--- config.mk ---
export PLATFORM = sky130hd
export DESIGN_NAME = hazard_sequencer
export DESIGN_NICKNAME = d
export VERILOG_FILES = /design/src/rtl/hazard_sequencer.sv
export SDC_FILE = /design/constraint.sdc
export NUM_CORES = 1
export LEC_CHECK = 0
export BUFFER_PORTS_ARGS = -buffer_cell sky130_fd_sc_hd__buf_2
export CAP_MARGIN = 10
export CORE_MARGIN = 8
export CORE_UTILIZATION = 48
export CTS_CLUSTER_SIZE = 24
export DETAILED_ROUTE_END_ITERATION = 10
export GPL_ROUTABILITY_DRIVEN = 0
export PLACE_DENSITY = 0.81
export SYNTH_ARGS = -nofsm -noshare
export SYNTH_HDL_FRONTEND = slang
export SYNTH_SLANG_ARGS = --single-unit
--- constraint.sdc ---
create_clock -name clk -period 4.8 [get_ports clk]
set_input_delay 0.96 -clock clk [delete_from_list [all_inputs] [get_ports clk]]
set_output_delay 0.96 -clock clk [all_outputs]
set_load 0.1 [all_outputs]
--- src/rtl/hazard_sequencer.sv ---
// hazard_sequencer: branch resolve, load-use detect, dmem wait FSM,
// prioritised pipeline hold/flush/bubble controls and stall/flush stats.
//
// Ports:
//   clk, rst_n           clock, async active-low reset
//   id_rs1/rs2, id_uses_ID source regs and read enables
//   ex_rd, ex_mem_read   EX destination and load flag
//   ex_branch/funct3/op  EX branch type and forwarded operands
//   mem_req, dmem_ready  MEM access pending / completing
//   pc_hold..memwb_bubble, pc_sel_branch  pipeline controls
//   err_timeout          sticky dmem timeout flag
//   stall_cycles, flush_count  saturating statistics
module hazard_sequencer #(
  parameter int XLEN        = 32,
  parameter int MEM_TIMEOUT = 16,
  parameter int CNT_W       = 16
) (
  input  logic             clk,
  input  logic             rst_n,
  input  logic [4:0]       id_rs1,
  input  logic [4:0]       id_rs2,
  input  logic             id_uses_rs1,
  input  logic             id_uses_rs2,
  input  logic [4:0]       ex_rd,
  input  logic             ex_mem_read,
  input  logic             ex_branch,
  input  logic [2:0]       ex_funct3,
  input  logic [XLEN-1:0]  ex_op_a,
  input  logic [XLEN-1:0]  ex_op_b,
  input  logic             mem_req,
  input  logic             dmem_ready,
  output logic             pc_hold,
  output logic             ifid_hold,
  output logic             ifid_flush,
  output logic             idex_hold,
  output logic             idex_flush,
  output logic             exmem_hold,
  output logic             memwb_bubble,
  output logic             pc_sel_branch,
  output logic             err_timeout,
  output logic [CNT_W-1:0] stall_cycles,
  output logic [CNT_W-1:0] flush_count
);

  localparam int WC_W = $clog2(MEM_TIMEOUT) + 1;
  localparam logic [WC_W-1:0] WC_LAST = WC_W'(MEM_TIMEOUT - 1);

  typedef enum logic [1:0] {
    S_RUN  = 2'd0,
    S_WAIT = 2'd1,
    S_ERR  = 2'd2
  } state_t;

  state_t            r_state;
  state_t            w_state_nxt;
  logic [WC_W-1:0]   r_wait_cnt;
  logic [WC_W-1:0]   w_wait_nxt;
  logic              r_err;
  logic [CNT_W-1:0]  r_stall_cnt;
  logic [CNT_W-1:0]  r_flush_cnt;

  logic w_cond;
  logic w_taken;
  logic w_load_use;
  logic w_mem_busy;
  logic w_lt_s;
  logic w_lt_u;
  logic w_eq;

  assign w_eq   = (ex_op_a == ex_op_b);
  assign w_lt_s = ($signed(ex_op_a) < $signed(ex_op_b));
  assign w_lt_u = (ex_op_a < ex_op_b);

  always_comb begin
    w_cond = 1'b0;
    case (ex_funct3)
      3'b000:  w_cond = w_eq;
      3'b001:  w_cond = ~w_eq;
      3'b100:  w_cond = w_lt_s;
      3'b101:  w_cond = ~w_lt_s;
      3'b110:  w_cond = w_lt_u;
      3'b111:  w_cond = ~w_lt_u;
      default: w_cond = 1'b0;
    endcase
  end

  assign w_taken    = ex_branch & w_cond;
  assign w_mem_busy = mem_req & ~dmem_ready;
  assign w_load_use = ex_mem_read & (ex_rd != 5'd0) &
                      ((id_uses_rs1 & (id_rs1 == ex_rd)) |
                       (id_uses_rs2 & (id_rs2 == ex_rd)));

  always_ff @(posedge clk or negedge rst_n) begin
    if (!rst_n) begin
      r_state    <= S_RUN;
      r_wait_cnt <= '0;
    end else begin
      r_state    <= w_state_nxt;
      r_wait_cnt <= w_wait_nxt;
    end
  end

  always_comb begin
    w_state_nxt = r_state;
    w_wait_nxt  = r_wait_cnt;
    case (r_state)
      S_RUN: begin
        if (w_mem_busy) begin
          w_state_nxt = S_WAIT;
          w_wait_nxt  = WC_W'(1);
        end
      end
      S_WAIT: begin
        if (!w_mem_busy) begin
          w_state_nxt = S_RUN;
          w_wait_nxt  = '0;
        end else if (r_wait_cnt == WC_LAST) begin
          w_state_nxt = S_ERR;
        end else begin
          w_wait_nxt = r_wait_cnt + 1'b1;
        end
      end
      S_ERR:   w_state_nxt = S_ERR;
      default: begin
        w_state_nxt = S_RUN;
        w_wait_nxt  = '0;
      end
    endcase
  end

  // A memory stall freezes EX/ID, so branch and load-use are
  // naturally re-evaluated once the access completes.
  always_comb begin
    pc_hold       = 1'b0;
    ifid_hold     = 1'b0;
    ifid_flush    = 1'b0;
    idex_hold     = 1'b0;
    idex_flush    = 1'b0;
    exmem_hold    = 1'b0;
    memwb_bubble  = 1'b0;
    pc_sel_branch = 1'b0;
    if ((r_state == S_ERR) || w_mem_busy) begin
      pc_hold      = 1'b1;
      ifid_hold    = 1'b1;
      idex_hold    = 1'b1;
      exmem_hold   = 1'b1;
      memwb_bubble = 1'b1;
    end else if (w_taken) begin
      pc_sel_branch = 1'b1;
      ifid_flush    = 1'b1;
      idex_flush    = 1'b1;
    end else if (w_load_use) begin
      pc_hold    = 1'b1;
      ifid_hold  = 1'b1;
      idex_flush = 1'b1;
    end
  end

  always_ff @(posedge clk or negedge rst_n) begin
    if (!rst_n) begin
      r_err       <= 1'b0;
      r_stall_cnt <= '0;
      r_flush_cnt <= '0;
    end else begin
      if (w_state_nxt == S_ERR)
        r_err <= 1'b1;
      if (pc_hold && !(&r_stall_cnt))
        r_stall_cnt <= r_stall_cnt + 1'b1;
      if (pc_sel_branch && !(&r_flush_cnt))
        r_flush_cnt <= r_flush_cnt + 1'b1;
    end
  end

  assign err_timeout  = r_err;
  assign stall_cycles = r_stall_cnt;
  assign flush_count  = r_flush_cnt;

endmodule
==> metrics.md <==
| Metric | Value |
|---|---|
| Final setup violating endpoints | `0` |
| Clock slew seen by the registers of the worst setup and hold paths | `0.08 ns` |
| Postcts setup bufs | `0` |
| Detailed-route via count | `2882` |
| Initial drt markers | `112` |
| Slew headroom | `25.63%` |
| Crit path time final | `4.501 ns` |
| Static Leakage | `2.099 nW` |
| Number of buffers created by CTS | `5` |
| Clock Latency Late Sink | `0.29 ns` |
| Setup repair after global routing missed its margin | `false` |
| Clk sink count | `40` |
| FP Rows | `29` |
| Dominant cells by area after synthesis | `dfrtp_1 33%, ha_1 15%, xor2_1 7.8%` |
| WL/cell | `14.95 µm` |
| Setup slack after layout | `0.2994 ns` |
| Arrival @ worst endpoint | `3.54 ns` |
| Ant. Diodes | `0` |
| Hold Crit Start | `err_timeout$_DFFE_PN0N_` |
| CTS resizes | `0` |
| Peak VDD IR | `0.0006285 V` |
| WS Path Type | `primary input to output port` |
| Prevailing post-synth register cell | `dfrtp_1` |
| Hold Path Class | `flip-flop to flip-flop` |
| Synth top area share | `33.14%` |
| R2R setup slack | `2.35 ns` |
| Ports | `131` |
| Fin crit share | `93.76%` |
| Fin Clk Skew | `0.006676 ns` |
| Vias per std cell | `5.308` |
| Initial DRT Pass Iterations | `5` |
| WHS | `0.4698 ns` |
| Core area | `6205 µm²` |
| Final #Nets | `592` |
| Starting Density | `48.68%` |
| Mapped Area | `3020 µm²` |
| Clk buf depth | `2` |
| First-pass GRT wire length | `12990 µm` |
| Critical Path Fanout Max | `4` |
| All-Layer GR Usage | `17.72%` |
| Actual slew at the worst max-slew pin | `1.107 ns` |
| Post-synth EDFFs | `0` |
| Async set-reset flop share out of synthesis | `100.0%` |
| Synthesized Nets | `460` |
| Area leader, netlist | `dfrtp_1` |
| Vias in the first global route | `2852` |
| Detailed placer's ending HPWL | `6774 µm` |
| # DRC | `0` |
| CTS tree | `done` |
| H-Tree Depth | `2` |
| Part of the Yosys area used for sequential elements | `33.14%` |
| Width of the die | `95.33 µm` |
| Data required, critical path | `3.84 ns` |
| Area grow syn2layout | `29.45%` |
| Worst R2R Path Depth | `6` |
| Fin. Hold Viols | `0` |
| Initial antenna violation count | `0` |
| Final ANT Viol Nets | `0` |
| WHS Path Cells | `1` |
| Top post-synthesis cells by count | `40 x dfrtp_1, 40 x inv_1, 36 x ha_1, 27 x nand2_1, 27 x xor2_1` |
| Reg2reg start | `stall_cycles[2]$_DFFE_PN0P_` |
| Pre-CTS setup slack | `0.3046 ns` |
| Synth warnings | `0` |
| Die ar. | `9087 µm²` |
| Synth cell types | `45` |
| Critical path startpoint category | `primary input` |
| Final instance area | `3910 µm²` |
| Hold-fix buffers, CTS | `0` |
| Overflow after GRT | `0` |
| Max Cap Viol | `0` |
| Hold endpoint | `err_timeout$_DFFE_PN0N_` |
| Post-Place Cell Area | `3781 µm²` |
| Port bufs | `130` |
| Crit Reg-Reg Endpoint | `stall_cycles[1]$_DFFE_PN0P_` |
| Pins over their slew limit | `0` |
| Flops & latches, synth | `40` |
| Die height | `95.33 µm` |
| F_max | `222.2 MHz` |
| Pwr dens | `362.1 nW/µm²` |
| Largest net degree at the start of global routing | `41` |
| Share of cells above drive strength 1 | `33.05%` |
| Drt total wl | `8117 µm` |
| Status | `finished clean` |
| Average size of a mapped cell | `9.043 µm²` |
| Nature of the critical path endpoint | `output port` |
| Clk root buf | `clkbuf_8` |
| Cells after synthesis | `334` |
area by class of cell:
class,instances,area [µm²]
fillers,527,2295
multi-input cells,247,1823
flip-flops and latches,40,1001
repair buffers,132,710.7
inverters,40,150.1
well taps,77,96.34
clock buffers,5,68.82
clock inverters,2,60.06
per-stage QoR:
stage          TNS (ns)  instances  util (%)  total power, mW
2_1_floorplan   -0.2981        334         -           0.9497
3_3_place_gp          0        536     60.94            1.090
3_5_place_dp          0        536     60.94            1.106
4_1_cts               0        543     63.02            1.431
5_1_grt               0        543     63.02            1.481
6_report              0        543     63.02            1.416
critical path: stages:
cell      delay [ns]
buf_2           0.08
inv_1           0.03
ha_1            0.31
nand4_1         0.14
or4_1           0.53
nor3_1          0.19
xnor2_1         0.12
o311ai_2        0.32
nor3_4          0.08
or2_2           0.34
nor2_2          0.23
buf_12          0.22
registers in the layout, summed over array words and instances, names as in the netlist:
signal and count:
r_state 2, r_wait_cnt 5, flush_count 16, stall_cycles 16
err_timeout 1
report_power, final:
part | total [mW] | internal, mW | switching, mW
Clock | 0.320 | 0.205 | 0.116
Sequential | 0.437 | 0.384 | 0.0533
Combinational | 0.658 | 0.155 | 0.503
Total | 1.42 | 0.743 | 0.672
worst max path at each step:
stage	end	start
floorplan	pc_sel_branch	ex_op_b[14]
global placement	ifid_flush	ex_op_a[14]
detailed placement	ifid_flush	ex_op_b[14]
CTS	ifid_flush	ex_op_b[14]
global route	ifid_flush	ex_op_b[14]
finish	ifid_flush	ex_op_b[7]
cell usage in the layout, fill, tap and decap left out, types with 3 or more instances in the layout:
master    synthesis  routed
nor2_1           16      15
nor3_1            7       7
nor2b_1           3       3
dfrtp_1          40      40
inv_1            40      40
clkbuf_8          0       5
buf_12            0       3
nand4_1          15      15
nand3_1          16      16
or2_2             4       4
xor2_1           27      27
nor4_1            7       7
nand2b_1          4       4
a21oi_1          16      15
nand2_1          27      27
xnor2_1          14      14
mux2_2            4       4
o21ai_0          10      10
and3_1            8       8
ha_1             36      36
buf_2             0     127
cell families (layout without fill, tap and decap cells):
family	count (synthesis)	count (layout)	synth area share, %
AOI/OAI and AO/OA	46	46	10.11
xor gates and xnor gates	41	41	11.89
adders and majority gates	36	36	14.91
buffers and inverters	47	179	6.711
DFF	40	40	33.14
muxes	4	4	1.491
and+or+nand+nor	120	120	21.75
metal layers:
| metal | up-vias | track usage [%] | part of all wire [%] |
|---|---|---|---|
| met5 | - | 0 | 0 |
| met4 | 0 | 4.811 | 1.7 |
| met3 | 11 | 4.252 | 9.7 |
| met2 | 98 | 32.57 | 49 |
| met1 | 1339 | 19.82 | 39 |
| li1 | 1434 | - | - |
No activity file was read; power rests on OpenSTA's default activity.
